**src/rtl/wb_stage.sv**
```systemverilog
// Writeback stage: retires MEM results, formats load data and drives
// the register-file write port, with a load-wait stall and retire counter.
module wb_stage #(
   parameter int XLEN   = 32,
   parameter int REG_AW = 5
) (
   input  logic              clk,
   input  logic              rst,
   input  logic              in_valid,
   output logic              in_ready,
   input  logic              in_RegWrite,
   input  logic              in_MemtoReg,
   input  logic [REG_AW-1:0] in_rd,
   input  logic [2:0]        in_funct3,
   input  logic [XLEN-1:0]   in_alu_result,
   input  logic              mem_rvalid,
   input  logic [XLEN-1:0]   mem_rdata,
   output logic              RegWrite_out,
   output logic [REG_AW-1:0] rd_out,
   output logic [XLEN-1:0]   Write_data,
   output logic              stall_out,
   output logic [XLEN-1:0]   instret
);

   typedef enum logic [0:0] {
      S_IDLE = 1'b0,
      S_WAIT = 1'b1
   } state_t;

   state_t            r_state;
   state_t            w_state_nxt;

   logic              w_ready;
   logic              w_stall;
   logic              w_xfer;
   logic              w_xfer_alu;
   logic              w_xfer_ld;
   logic              w_ld_done;
   logic              w_retire;

   logic              r_ld_we;
   logic [REG_AW-1:0] r_ld_rd;
   logic [2:0]        r_ld_f3;
   logic [1:0]        r_ld_off;

   logic [7:0]        w_byte;
   logic [15:0]       w_half;
   logic [XLEN-1:0]   w_ld_fmt;

   logic              w_wr_en;
   logic [REG_AW-1:0] w_wr_rd;
   logic [XLEN-1:0]   w_wr_data;

   logic              r_we;
   logic [REG_AW-1:0] r_rd;
   logic [XLEN-1:0]   r_data;
   logic [XLEN-1:0]   r_instret;

   assign w_xfer     = in_valid && w_ready;
   assign w_xfer_alu = w_xfer && !in_MemtoReg;
   assign w_xfer_ld  = w_xfer && in_MemtoReg;
   assign w_ld_done  = (r_state == S_WAIT) && mem_rvalid;
   assign w_retire   = w_xfer_alu || w_ld_done;

   always_ff @(posedge clk) begin
      if (!rst) begin
         r_state <= S_IDLE;
      end else begin
         r_state <= w_state_nxt;
      end
   end

   always_comb begin
      w_state_nxt = r_state;
      unique case (r_state)
         S_IDLE: if (w_xfer_ld)  w_state_nxt = S_WAIT;
         S_WAIT: if (mem_rvalid) w_state_nxt = S_IDLE;
         default:                w_state_nxt = S_IDLE;
      endcase
   end

   // Decoded from state only so MEM never sees a path from in_valid.
   always_comb begin
      w_ready = 1'b0;
      w_stall = 1'b0;
      unique case (r_state)
         S_IDLE:  w_ready = rst;
         S_WAIT:  w_stall = 1'b1;
         default: w_ready = 1'b0;
      endcase
   end

   assign in_ready  = w_ready;
   assign stall_out = w_stall;

   always_ff @(posedge clk) begin
      if (!rst) begin
         r_ld_we  <= 1'b0;
         r_ld_rd  <= '0;
         r_ld_f3  <= 3'b000;
         r_ld_off <= 2'b00;
      end else if (w_xfer_ld) begin
         r_ld_we  <= in_RegWrite;
         r_ld_rd  <= in_rd;
         r_ld_f3  <= in_funct3;
         r_ld_off <= in_alu_result[1:0];
      end
   end

   // Halfword select ignores off[0]; misaligned LH is not trapped here.
   always_comb begin
      w_byte = mem_rdata[{r_ld_off, 3'b000} +: 8];
      w_half = r_ld_off[1] ? mem_rdata[31:16] : mem_rdata[15:0];
      w_ld_fmt = mem_rdata;
      unique case (r_ld_f3)
         3'b000:  w_ld_fmt = {{(XLEN-8){w_byte[7]}}, w_byte};
         3'b100:  w_ld_fmt = {{(XLEN-8){1'b0}}, w_byte};
         3'b001:  w_ld_fmt = {{(XLEN-16){w_half[15]}}, w_half};
         3'b101:  w_ld_fmt = {{(XLEN-16){1'b0}}, w_half};
         default: w_ld_fmt = mem_rdata;
      endcase
   end

   always_comb begin
      w_wr_en   = 1'b0;
      w_wr_rd   = r_rd;
      w_wr_data = r_data;
      unique case (1'b1)
         w_xfer_alu: begin
            w_wr_en   = in_RegWrite && (in_rd != '0);
            w_wr_rd   = in_rd;
            w_wr_data = in_alu_result;
         end
         w_ld_done: begin
            w_wr_en   = r_ld_we && (r_ld_rd != '0);
            w_wr_rd   = r_ld_rd;
            w_wr_data = w_ld_fmt;
         end
         default: begin
            w_wr_en   = 1'b0;
            w_wr_rd   = r_rd;
            w_wr_data = r_data;
         end
      endcase
   end

   always_ff @(posedge clk) begin
      if (!rst) begin
         r_we      <= 1'b0;
         r_rd      <= '0;
         r_data    <= '0;
         r_instret <= '0;
      end else begin
         r_we <= 1'b0;
         if (w_retire) begin
            r_we      <= w_wr_en;
            r_rd      <= w_wr_rd;
            r_data    <= w_wr_data;
            r_instret <= r_instret + XLEN'(1);
         end
      end
   end

   assign RegWrite_out = r_we;
   assign rd_out       = r_rd;
   assign Write_data   = r_data;
   assign instret      = r_instret;

endmodule
```
**config.mk**
```make
export PLATFORM = sky130hd
export DESIGN_NAME = wb_stage
export DESIGN_NICKNAME = d
export VERILOG_FILES = /design/src/rtl/wb_stage.sv
export SDC_FILE = /design/constraint.sdc
export NUM_CORES = 1
export LEC_CHECK = 0
export BUFFER_PORTS_ARGS = -buffer_cell sky130_fd_sc_hd__buf_2
export CORE_AREA = 2 2 123 125
export DETAILED_ROUTE_END_ITERATION = 8
export DIE_AREA = 0 0 125 127
export PLACE_DENSITY = 0.53
export RECOVER_POWER = 25
export SETUP_SLACK_MARGIN = 0.2
export SYNTH_ARGS = -nofsm -noshare
export SYNTH_HDL_FRONTEND = slang
export SYNTH_SLANG_ARGS = --single-unit
```
**constraint.sdc**
```tcl
create_clock -name clk -period 1.7 [get_ports clk]
set_input_delay 0.255 -clock clk [delete_from_list [all_inputs] [get_ports clk]]
set_output_delay 0.255 -clock clk [all_outputs]
set_load 0.05 [all_outputs]
```
After elaboration in Yosys (flattened, before gate mapping). Cells that the tools add are included.

$add $sub $neg: 1. Equal/unequal tests: 3. Shift-type cells: 1. Mux-type cells: 10. Bitwise gates (word level): 1. Reductions and logical operators: 14.

Operators with widths (number): case mux 32 bit (4 select lines) (1); case mux 32 bit (2 select lines) (1); adder 32 x 1 -> 32 bit (second input constant) (1); variable part select 32 x 6 -> 8 bit (1); two-way mux 16 bit (1); case mux 5 bit (2 select lines) (1); nonzero test 5 bit (2); == test 3 bit (second input constant) (2); logical AND 1 bit (6); two-way mux 1 bit (4); case mux 1 bit (2 select lines) (2); AND reduction 2 bit (2); == test 3 x 1 -> 1 bit (second input constant) (1); zero test 3 bit (1); nonzero test 2 bit (1); zero test 1 bit (1); logical OR 1 bit (1); inverter 1 bit (1).

Register bits after elaboration: 82. Output and inout port bits: 72. Word-level logic and storage cells: 39.

Logic depth before layout (Yosys ltp). Gate-level depths: netlist of run 1.

Depth after elaboration: 5. Gate-level depth with buffers: 7. Mapped depth without buffers: 6.

Least setup slack after synthesis of run 1. Ideal clock, no wire load.

Path kind: reg2reg. From: register r_state. To: register r_ld_f3[0]. Arrival: 2.018 ns. Slack: -0.388 ns. Cell stages (with the launch flop): 6. Path buffers: 1. Path through: dfxtp_1 -> nor2_1 -> and3_1 -> clkbuf_1 -> nand2_1 -> a21oi_1.

Cells in the longest elaborated chain, start to end: 3.

Ends and longest elaborated chain: from (decl) (RTL line 30) `state_t r_state;`; from (signal assigned) (RTL line 69) `r_state <= w_state_nxt;`; two-way mux 1 bit (RTL line 86) `unique case (r_state)`; via in_ready (RTL line 10) `output logic in_ready,`; logical AND 1 bit (RTL line 59) `assign w_xfer = in_valid && w_ready;`; logical AND 1 bit (RTL line 61) `assign w_xfer_ld = w_xfer && in_MemtoReg;`; to (signal assigned) (RTL line 105) `r_ld_f3 <= in_funct3;`; to (decl) (RTL line 43) `logic [2:0] r_ld_f3;`.

The timed path passes the listed nets, and every way through them passes these cells. A chain may end at the register's enable or synchronous reset.

Final worst setup path of run 1.
From: register r_state. To: register r_instret[27] (netlist: instret[27]).

Cells in the longest elaborated chain, start to end: 4. Elaborated cells between the ends (all ways): 5. Classes of those cells: mux (1); reduce/logical (4).

Ends and longest elaborated chain: two-way mux 1 bit (RTL line 86); logical AND 1 bit (RTL line 59); logical AND 1 bit (RTL line 60) `assign w_xfer_alu = w_xfer && !in_MemtoReg;`; logical OR 1 bit * (RTL line 63) `assign w_retire = w_xfer_alu || w_ld_done;`; to (signal assigned) (RTL line 159) `r_instret <= r_instret + XLEN'(1);`; to (decl) (RTL line 57) `logic [XLEN-1:0] r_instret;`.

Every way passes the cells marked *; elsewhere a longest branch is shown, timed or not.

==> results.json, run 1 <==
{
  "status": "completed",
  "drc": 0,
  "hp-start": "in_funct3[1]",
  "overflow": 0,
  "rrSetupSlack_ns": 0.06,
  "critPathKind": "reg -> reg",
  "hpwl_um": 11000,
  "rr_startpoint": "r_state",
  "fin_crit_sh_pct": 96.7,
  "hold_end": "r_ld_f3[1]",
  "fin_nets": 808,
  "total_power_mw": 4.88,
  "routed-via-count": 4781,
  "ff2ff_path_depth": 5,
  "dp_cells": 880,
  "peakVddDrop_mv": 0.494,
  "final_core_util_pct": 45.9,
  "clock_path_buffers": 2,
  "cts_tree": "done",
  "period_minus_slack_ns": 1.64,
  "grt_first_pass_wirelength_um": 23700,
  "htree_levels": 3,
  "cp_max_fo": 5,
  "drv_slew": 0,
  "finalInstanceArea_um2": 6610,
  "core_area_um2": 14400,
  "wire_per_inst_um": 16.9,
  "cts_inserted_buffers": 9,
  "final_common_cell": "buf_2",
  "finalSetupViolations": 0,
  "yosys_warnings": 0,
  "grt_util_all_layers_pct": 18.6,
  "synth.distinct_cells": 52,
  "drv_cap": 0,
  "powerDensity_nw_per_um2": 737,
  "critical_path_arrival_ns": 1.93,
  "synth_async_sr_flop_share_pct": 0,
  "endpoint_kind": "flip-flop",
  "grt_max_degree": 37,
  "numPortBuffers": 149,
  "clkTransAtPathRegs_ns": 0.07,
  "synth-edff-count": 0,
  "antenna_found_initial": 2,
  "fin_cells": 920,
  "ys_seq_elements": 82,
  "syn_area_um2": 4270,
  "min_delay_path_depth": 3,
  "final.setup_skew_ns": 0.0115,
  "rr_endpoint": "instret[27]",
  "cts_sinks": 82,
  "hp-class": "in -> reg",
  "synth.avg_cell_area_um2": 7.75,
  "fmax_mhz": 609,
  "max_slew_margin_pct": 57.1,
  "wl_um": 15500,
  "gp_congestion": 0.906,
  "worst_pin_slew_ns": 0.646,
  "crit_path_start_kind": "flip-flop",
  "place_ws_ns": 0.0149,
  "rsz0062_at_grt": "yes",
  "p_leak_nw": 2.61,
  "clockRootBuffer": "clkbuf_16",
  "synthFlopType": "dfxtp_1",
  "hold_violations": 0,
  "syn_nets": 630,
  "grt_pass1_vias": 4559,
  "initial_utilization_pct": 29.6,
  "die_area_um2": 15900,
  "initialDrtViolationCount": 319,
  "fp.dieW_um": 125,
  "finalWorstSetupSlack_ns": 0.0568,
  "drtAntennaViolNets": 0,
  "syn_inst": 551,
  "ios": 150,
  "drive_above_1_share_pct": 43.2,
  "drt_pass1_iterations": 4,
  "postPlaceCellArea_um2": 5530,
  "syn2layout_area_growth_pct": 54.8,
  "final_cell_mix": "112 x buf_2, 89 x nand2_1, 51 x dfxtp_1",
  "rows": 44,
  "synth_seq_area_share_pct": 38.4,
  "required_ns": 1.98,
  "clk_latency_ns": 0.35,
  "viasPerCell": 5.20,
  "fp.dieH_um": 127
}
[cell families after synthesis]
family,after synthesis,synth area share [%]
AND/OR/NAND/NOR,261,28.6
AO/OA/AOI/OAI,123,19.5
flip-flops,82,38.4
buffers and inverters,46,4.83
XOR/XNOR,25,5.13
multiplexers,13,3.25
adder cells (fa/ha/maj),1,0.293
[final cells by class]
| cell class | count | area, µm² |
|---|---|---|
| Clock buffer | 11 | 243 |
| Clock inverter | 5 | 53.8 |
| Tap cell | 184 | 230 |
| Multi-Input combinational cell | 423 | 2990 |
| Sequential cell | 82 | 1730 |
| Inverter | 6 | 26.3 |
| Antenna cell | 2 | 5.00 |
| Fill cell | 1433 | 7810 |
| Timing Repair Buffer | 207 | 1340 |
[worst max path at each step]
stage | start | endpoint | slack (ns)
4_1_cts | r_state | instret[30] | 0.07
6_report | r_state | instret[27] | 0.06
3_3_place_gp | in_MemtoReg | instret[28] | 0.08
5_1_grt | r_state | instret[30] | -0.04
2_1_floorplan | r_state | instret[28] | 0.05
3_5_place_dp | in_MemtoReg | instret[27] | 0.01
[sequential cells by signal, summed over array words and instances, names as in the netlist]
signal and flops:
r_ld_off 2, r_ld_we 1, Write_data 32, r_ld_rd 5, r_ld_f3 3, r_state 1
rd_out 5, instret 32, RegWrite_out 1
[synthesized netlist by cell type, types with 2 or more instances]
master	instances	area share (%)
and2_1	4	0.59
inv_1	6	0.53
mux2_2	7	1.8
a2111oi_0	2	0.41
a22o_1	2	0.41
nor2b_1	8	1.2
a21o_1	2	0.35
o211ai_1	3	0.53
and4_1	5	1.0
buf_6	2	0.53
mux2i_1	6	1.4
or4_1	2	0.35
a31oi_1	21	3.1
dfxtp_1	82	38
nand2_1	113	9.9
nand3_1	26	3.0
xnor2_1	11	2.3
a2bb2oi_1	2	0.41
nand2b_1	6	0.88
nor3_1	6	0.70
o21ai_0	17	2.0
or3_1	6	0.88
buf_2	9	1.1
a32o_1	16	3.7
nand4_1	7	1.0
nor4_1	3	0.44
o21ai_1	2	0.23
a21oi_1	34	4.0
clkbuf_1	24	2.1
xor2_1	14	2.9
a311oi_1	6	1.2
a22oi_1	7	1.2
and3_1	10	1.5
nor2_1	56	4.9
o21a_1	2	0.35
buf_4	2	0.35
a221oi_1	3	0.62
buf_1	3	0.26
[stage by stage]
stage                     setup TNS, ns  hold WS (ns)
after floorplan                       0         0.383
after global placement                0         0.432
after detailed placement              0         0.439
after CTS                             0         0.139
after global routing             -0.114         0.142
final                                 0         0.142
[layer usage]
metal	global-route usage (%)	wire [µm]	vias up
li1	-	-	2324
met1	24.2	7060	2294
met2	29.3	7170	138
met3	5.19	980	25
met4	7.12	328	0
met5	0	0	-
[critical path, stage by stage (launching register included)]
cell and delay (ns):
dfxtp_4 0.35, and4bb_1 0.29, o2111a_2 0.26, nand4_1 0.16
or3_1 0.35, a21oi_1 0.16
[where the power goes]
| part | switching, mW | internal [mW] | total [mW] |
|---|---|---|---|
| registers | 0.0474 | 1.96 | 2.00 |
| logic | 0.546 | 0.340 | 0.886 |
| clock network | 0.813 | 1.17 | 1.99 |
[what timing repair did]
action / CTS / global route
cloned: 2 / 1
pin swaps: 25 / 39
endpoints found under the setup margin: 58 / 64
hold buffers: 0 / 0
setup buffers: 12 / 7
gates resized for setup: 54 / 104
Note: power is estimated with default switching activity, not from simulation.
==> run 2: changes to the inputs <==
--- a/config.mk
+++ b/config.mk
@@ -5,11 +5,12 @@
 export SDC_FILE = /design/constraint.sdc
 export NUM_CORES = 1
 export LEC_CHECK = 0
+export ABC_CLOCK_PERIOD_IN_PS = 1600
 export BUFFER_PORTS_ARGS = -buffer_cell sky130_fd_sc_hd__buf_2
 export CORE_AREA = 2 2 123 125
 export DETAILED_ROUTE_END_ITERATION = 8
 export DIE_AREA = 0 0 125 127
-export PLACE_DENSITY = 0.53
+export PLACE_DENSITY = 0.51
 export RECOVER_POWER = 25
 export SETUP_SLACK_MARGIN = 0.2
 export SYNTH_ARGS = -nofsm -noshare
==> constraint.sdc (replaced) <==
create_clock -name clk -period 1.6 [get_ports clk]
set_input_delay 0.24 -clock clk [delete_from_list [all_inputs] [get_ports clk]]
set_output_delay 0.24 -clock clk [all_outputs]
set_load 0.05 [all_outputs]
==> results.json, run 2 (synthesized netlist as in run 1, its figures left out) <==
{
  "hp-class": "in -> reg",
  "fin_nets": 836,
  "rr_endpoint": "instret[17]",
  "grt_util_all_layers_pct": 19.0,
  "final_cell_mix": "120 x buf_2, 75 x nand2_1, 60 x buf_4",
  "drt_pass1_iterations": 4,
  "cts_hold_buf": 0,
  "powerDensity_nw_per_um2": 755,
  "fp.dieH_um": 127,
  "htree_levels": 3,
  "initial_utilization_pct": 29.6,
  "final.setup_skew_ns": 0.00823,
  "syn2layout_area_growth_pct": 60.2,
  "drv_cap": 0,
  "fmax_mhz": 597,
  "antenna_found_initial": 1,
  "period_minus_slack_ns": 1.67,
  "worst_pin_slew_ns": 0.695,
  "hold_end": "r_ld_f3[1]",
  "die_area_um2": 15900,
  "grt_first_pass_wirelength_um": 24200,
  "grt_max_degree": 49,
  "clk_latency_ns": 0.34,
  "postPlaceCellArea_um2": 5730,
  "critical_path_arrival_ns": 1.88,
  "drive_above_1_share_pct": 47.0,
  "hp-start": "in_funct3[1]",
  "cts_sinks": 82,
  "slowest_stage": "dfxtp_4",
  "finalInstanceArea_um2": 6840,
  "finalSetupViolations": 21,
  "drtAntennaViolNets": 0,
  "viasPerCell": 5.18,
  "status": "complete, but fails checks",
  "min_delay_path_depth": 3,
  "critPathKind": "reg -> reg",
  "rsz0062_at_grt": "yes",
  "wl_um": 15700,
  "ff2ff_path_depth": 5,
  "grt_pass1_vias": 4818,
  "drc": 0,
  "peakVddDrop_mv": 0.456,
  "hold_violations": 0,
  "gp_congestion": 0.810,
  "cts_inserted_buffers": 9,
  "ios": 150,
  "max_slew_margin_pct": 53.6,
  "initialDrtViolationCount": 265,
  "p_leak_nw": 2.89,
  "numPortBuffers": 149,
  "diodes": 0,
  "crit_path_start_kind": "flip-flop",
  "endpoint_kind": "flip-flop",
  "rrSetupSlack_ns": -0.07,
  "overflow": 0,
  "clockRootBuffer": "clkbuf_16",
  "fp.dieW_um": 125,
  "violations": "setup timing",
  "drv_slew": 0,
  "total_power_mw": 5.17,
  "final_common_cell": "buf_2",
  "cp_slowest_stage_delay_ns": 0.35,
  "fin_crit_sh_pct": 105,
  "clock_path_buffers": 2,
  "required_ns": 1.81,
  "cts_tree": "done",
  "cp_max_fo": 5,
  "hpwl_um": 11200,
  "cpLargestDelayFamily": "simple AND/OR/NAND/NOR gates",
  "core_area_um2": 14400,
  "finalWorstSetupSlack_ns": -0.0743,
  "fillers": 1446,
  "routed-via-count": 4900,
  "rr_startpoint": "r_state",
  "clkTransAtPathRegs_ns": 0.06,
  "rows": 44,
  "cp.buffers_inverters": 0,
  "wire_per_inst_um": 16.6,
  "crit_path_cell_trace": "and4bb_1 -> o2111ai_1 -> nor4_2 -> xnor2_1 -> nor2_1"
}
==> run 2: changes by cell type in the layout (fill, tap and decap cells not counted), moves of 6 or more <==
cell	previous run	this run
a21oi_1	31	25
a21oi_2	3	9
buf_2	112	120
buf_4	33	60
clkbuf_1	37	30
nand2_1	89	75
nand2_2	11	24
==> run 2: layer usage <==
metal / wire [µm] / vias up / track usage (%)
met1: 6910 / 2361 / 23.9
met2: 7610 / 135 / 31.7
met5: 0 / - / 0
met4: 329 / 0 / 6.54
met3: 855 / 25 / 4.94
li1: - / 2379 / -
==> run 2: stage by stage <==
step / hold slack [ns] / setup WS (ns) / cells / TNS [ns] / util [%]
2_1_floorplan: 0.368 / -0.0530 / 551 / -0.566 / -
3_3_place_gp: 0.436 / -0.0144 / 903 / -0.0532 / 39.7
3_5_place_dp: 0.446 / -0.0572 / 903 / -0.250 / 39.7
4_1_cts: 0.130 / -0.0458 / 939 / -0.505 / 45.1
5_1_grt: 0.141 / -0.141 / 946 / -2.39 / 47.4
6_report: 0.138 / -0.0743 / 946 / -0.421 / 47.4
==> run 2: what timing repair did <==
action                     in CTS  in global routing
setup endpoints to repair      64                 82
setup buffers                  17                  7
gates resized for setup        70                 84
gates cloned                    3                  0
pin swaps                      47                 48
==> run 2: area by class of cell <==
cell class | count | area (µm²) | area share (%)
inverters | 6 | 22.5 | 0.329
clock buffers | 13 | 250 | 3.66
clock inverters | 3 | 40.0 | 0.585
well taps | 184 | 230 | 3.36
repair buffers | 235 | 1580 | 23.1
flip-flops and latches | 82 | 1730 | 25.3
multi-input cells | 423 | 2990 | 43.7
==> run 2: power by group <==
group	switching, mW	internal (mW)	total (mW)
combinational	0.589	0.381	0.970
sequential	0.0454	2.08	2.12
clock	0.824	1.25	2.07
total	1.46	3.71	5.17
==> run 2: how the worst max path moves through the flow <==
stage / slack (ns) / to / depth (start not counted) / from
5_1_grt: -0.14 / instret[17] / 5 / r_state
2_1_floorplan: -0.05 / instret[28] / 6 / r_state
3_5_place_dp: -0.06 / instret[30] / 6 / in_MemtoReg
4_1_cts: -0.05 / Write_data[20] / 7 / r_ld_off[1]
3_3_place_gp: -0.01 / instret[28] / 6 / in_MemtoReg
6_report: -0.07 / instret[17] / 5 / r_state
==> run 2: worst min-delay path, cell delays in order <==
cell     delay, ns
buf_2         0.10
nand2_2       0.04
a21oi_1       0.05
==> run 3: changes to the inputs <==
--- a/config.mk
+++ b/config.mk
@@ -5,12 +5,12 @@
 export SDC_FILE = /design/constraint.sdc
 export NUM_CORES = 1
 export LEC_CHECK = 0
-export ABC_CLOCK_PERIOD_IN_PS = 1600
+export ABC_CLOCK_PERIOD_IN_PS = 1400
 export BUFFER_PORTS_ARGS = -buffer_cell sky130_fd_sc_hd__buf_2
 export CORE_AREA = 2 2 123 125
+export CTS_CLUSTER_SIZE = 14
 export DETAILED_ROUTE_END_ITERATION = 8
 export DIE_AREA = 0 0 125 127
-export PLACE_DENSITY = 0.51
 export RECOVER_POWER = 25
 export SETUP_SLACK_MARGIN = 0.2
 export SYNTH_ARGS = -nofsm -noshare
==> constraint.sdc (replaced) <==
create_clock -name clk -period 1.4 [get_ports clk]
set_input_delay 0.21 -clock clk [delete_from_list [all_inputs] [get_ports clk]]
set_output_delay 0.21 -clock clk [all_outputs]
set_load 0.05 [all_outputs]
==> results.json, run 3 (synthesized netlist as in run 1, its figures left out) <==
{
  "ff2ff_path_depth": 10,
  "fin_nets": 888,
  "viasPerCell": 5.18,
  "core_area_um2": 14400,
  "grt_pass1_vias": 4896,
  "final_common_cell": "buf_2",
  "finalSetupViolations": 83,
  "numPortBuffers": 149,
  "powerDensity_nw_per_um2": 761,
  "crit_path_start_kind": "flip-flop",
  "clk_latency_ns": 0.36,
  "place_ws_ns": -0.289,
  "overflow": 0,
  "die_area_um2": 15900,
  "hold_end": "r_ld_f3[1]",
  "grt_util_all_layers_pct": 20.5,
  "syn2layout_area_growth_pct": 88.1,
  "peakVddDrop_mv": 0.589,
  "fillers": 1261,
  "violations": "setup timing",
  "final_core_util_pct": 55.7,
  "clock_path_buffers": 2,
  "rsz0062_at_grt": "yes",
  "rrSetupSlack_ns": -0.32,
  "min_delay_path_depth": 3,
  "gp_congestion": 0.808,
  "initial_utilization_pct": 29.6,
  "p_leak_nw": 3.37,
  "drive_above_1_share_pct": 56.6,
  "initialDrtViolationCount": 387,
  "clockRootBuffer": "clkbuf_16",
  "fp.dieH_um": 127,
  "ios": 150,
  "htree_levels": 3,
  "hp-class": "in -> reg",
  "required_ns": 1.19,
  "wl_um": 17100,
  "routed-via-count": 5178,
  "max_slew_margin_pct": 61.4,
  "cp_max_fo": 3,
  "rr_endpoint": "Write_data[24]",
  "hold_violations": 0,
  "cts_sinks": 82,
  "status": "complete, but fails checks",
  "grt_first_pass_wirelength_um": 26000,
  "fin_crit_sh_pct": 125,
  "endpoint_kind": "primary output",
  "period_minus_slack_ns": 1.75,
  "critPathKind": "reg -> out",
  "drtAntennaViolNets": 0,
  "holdWs_ns": 0.105,
  "wire_per_inst_um": 17.1,
  "fmax_mhz": 570,
  "critical_path_arrival_ns": 1.54,
  "total_power_mw": 6.11,
  "hp-start": "in_funct3[1]",
  "drt_pass1_iterations": 5,
  "grt_max_degree": 22,
  "worst_pin_slew_ns": 0.579,
  "final.setup_skew_ns": 0.00892,
  "clkTransAtPathRegs_ns": 0.07,
  "cts_inserted_buffers": 9,
  "rows": 44,
  "cts_tree": "done",
  "finalWorstSetupSlack_ns": -0.353,
  "drv_slew": 0,
  "antenna_found_initial": 0,
  "drc": 0,
  "rr_startpoint": "r_state",
  "final_cell_mix": "93 x buf_2, 81 x nand2_1, 74 x buf_4",
  "hpwl_um": 11100,
  "drv_cap": 0,
  "fp.dieW_um": 125
}
==> run 3: cell count changes in the layout (fill, tap and decap cells not counted), moves of 9 or more <==
cell / previous run / this run
buf_6: 17 / 49
clkbuf_1: 30 / 1
buf_2: 120 / 93
buf_8: 0 / 26
clkbuf_2: 0 / 17
buf_4: 60 / 74
nand3_1: 22 / 12
a21oi_1: 25 / 16
a21oi_2: 9 / 18
nand3_2: 4 / 13
==> run 3: how the worst max path moves through the flow <==
stage	start	to	slack [ns]	depth (start not counted)
global placement	in_MemtoReg	instret[29]	-0.21	6
detailed placement	in_MemtoReg	instret[27]	-0.29	6
finish	r_state	in_ready	-0.35	7
floorplan	r_state	instret[28]	-0.25	6
CTS	r_state	instret[27]	-0.28	5
global route	r_state	instret[27]	-0.39	5
==> run 3: layout make-up <==
cell class	instances	area (µm²)	area share, %
antenna	1	2.50	0.0311
sequential	82	1730	21.6
clock buffer	11	254	3.16
tap	184	230	2.86
multi-input combinational	423	3120	38.8
clock inverter	5	36.3	0.452
timing repair buffer	287	2640	32.8
inverter	6	23.8	0.296
==> run 3: critical path: stages (launching register included) <==
cell and delay [ns]:
dfxtp_4 0.35, buf_6 0.11, buf_6 0.11, buf_6 0.11, buf_4 0.13, nor2_4 0.13
buf_6 0.12, buf_8 0.13
==> run 3: through the flow <==
stage	std cells	instance area, µm²	setup TNS (ns)
after floorplan	551	4480	-9.17
after global placement	938	6040	-8.86
after global routing	998	8030	-22.64
after CTS	987	7500	-11.79
final	999	8040	-17.84
after detailed placement	938	6040	-9.56
==> run 3: metal layers <==
metal | vias to the layer above | GRT usage, % | part of all wire, %
met1 | 2467 | 28.1 | 45
li1 | 2489 | - | -
met2 | 187 | 32.6 | 48
met5 | - | 0 | 0
met3 | 35 | 3.60 | 5.0
met4 | 0 | 7.52 | 2.2
==> run 3: repair_timing <==
action,4_1_cts,5_1_grt
hold buffers,0,0
pin swaps,36,66
setup endpoints to repair,115,112
setup buffers,23,11
cloned,10,0
resized for setup,203,120
==> run 3: where the power goes <==
group | switching (mW) | internal [mW] | leakage, nW
combinational | 0.732 | 0.580 | 2.55
clock | 1.05 | 1.32 | 0.141
sequential | 0.0604 | 2.37 | 0.688
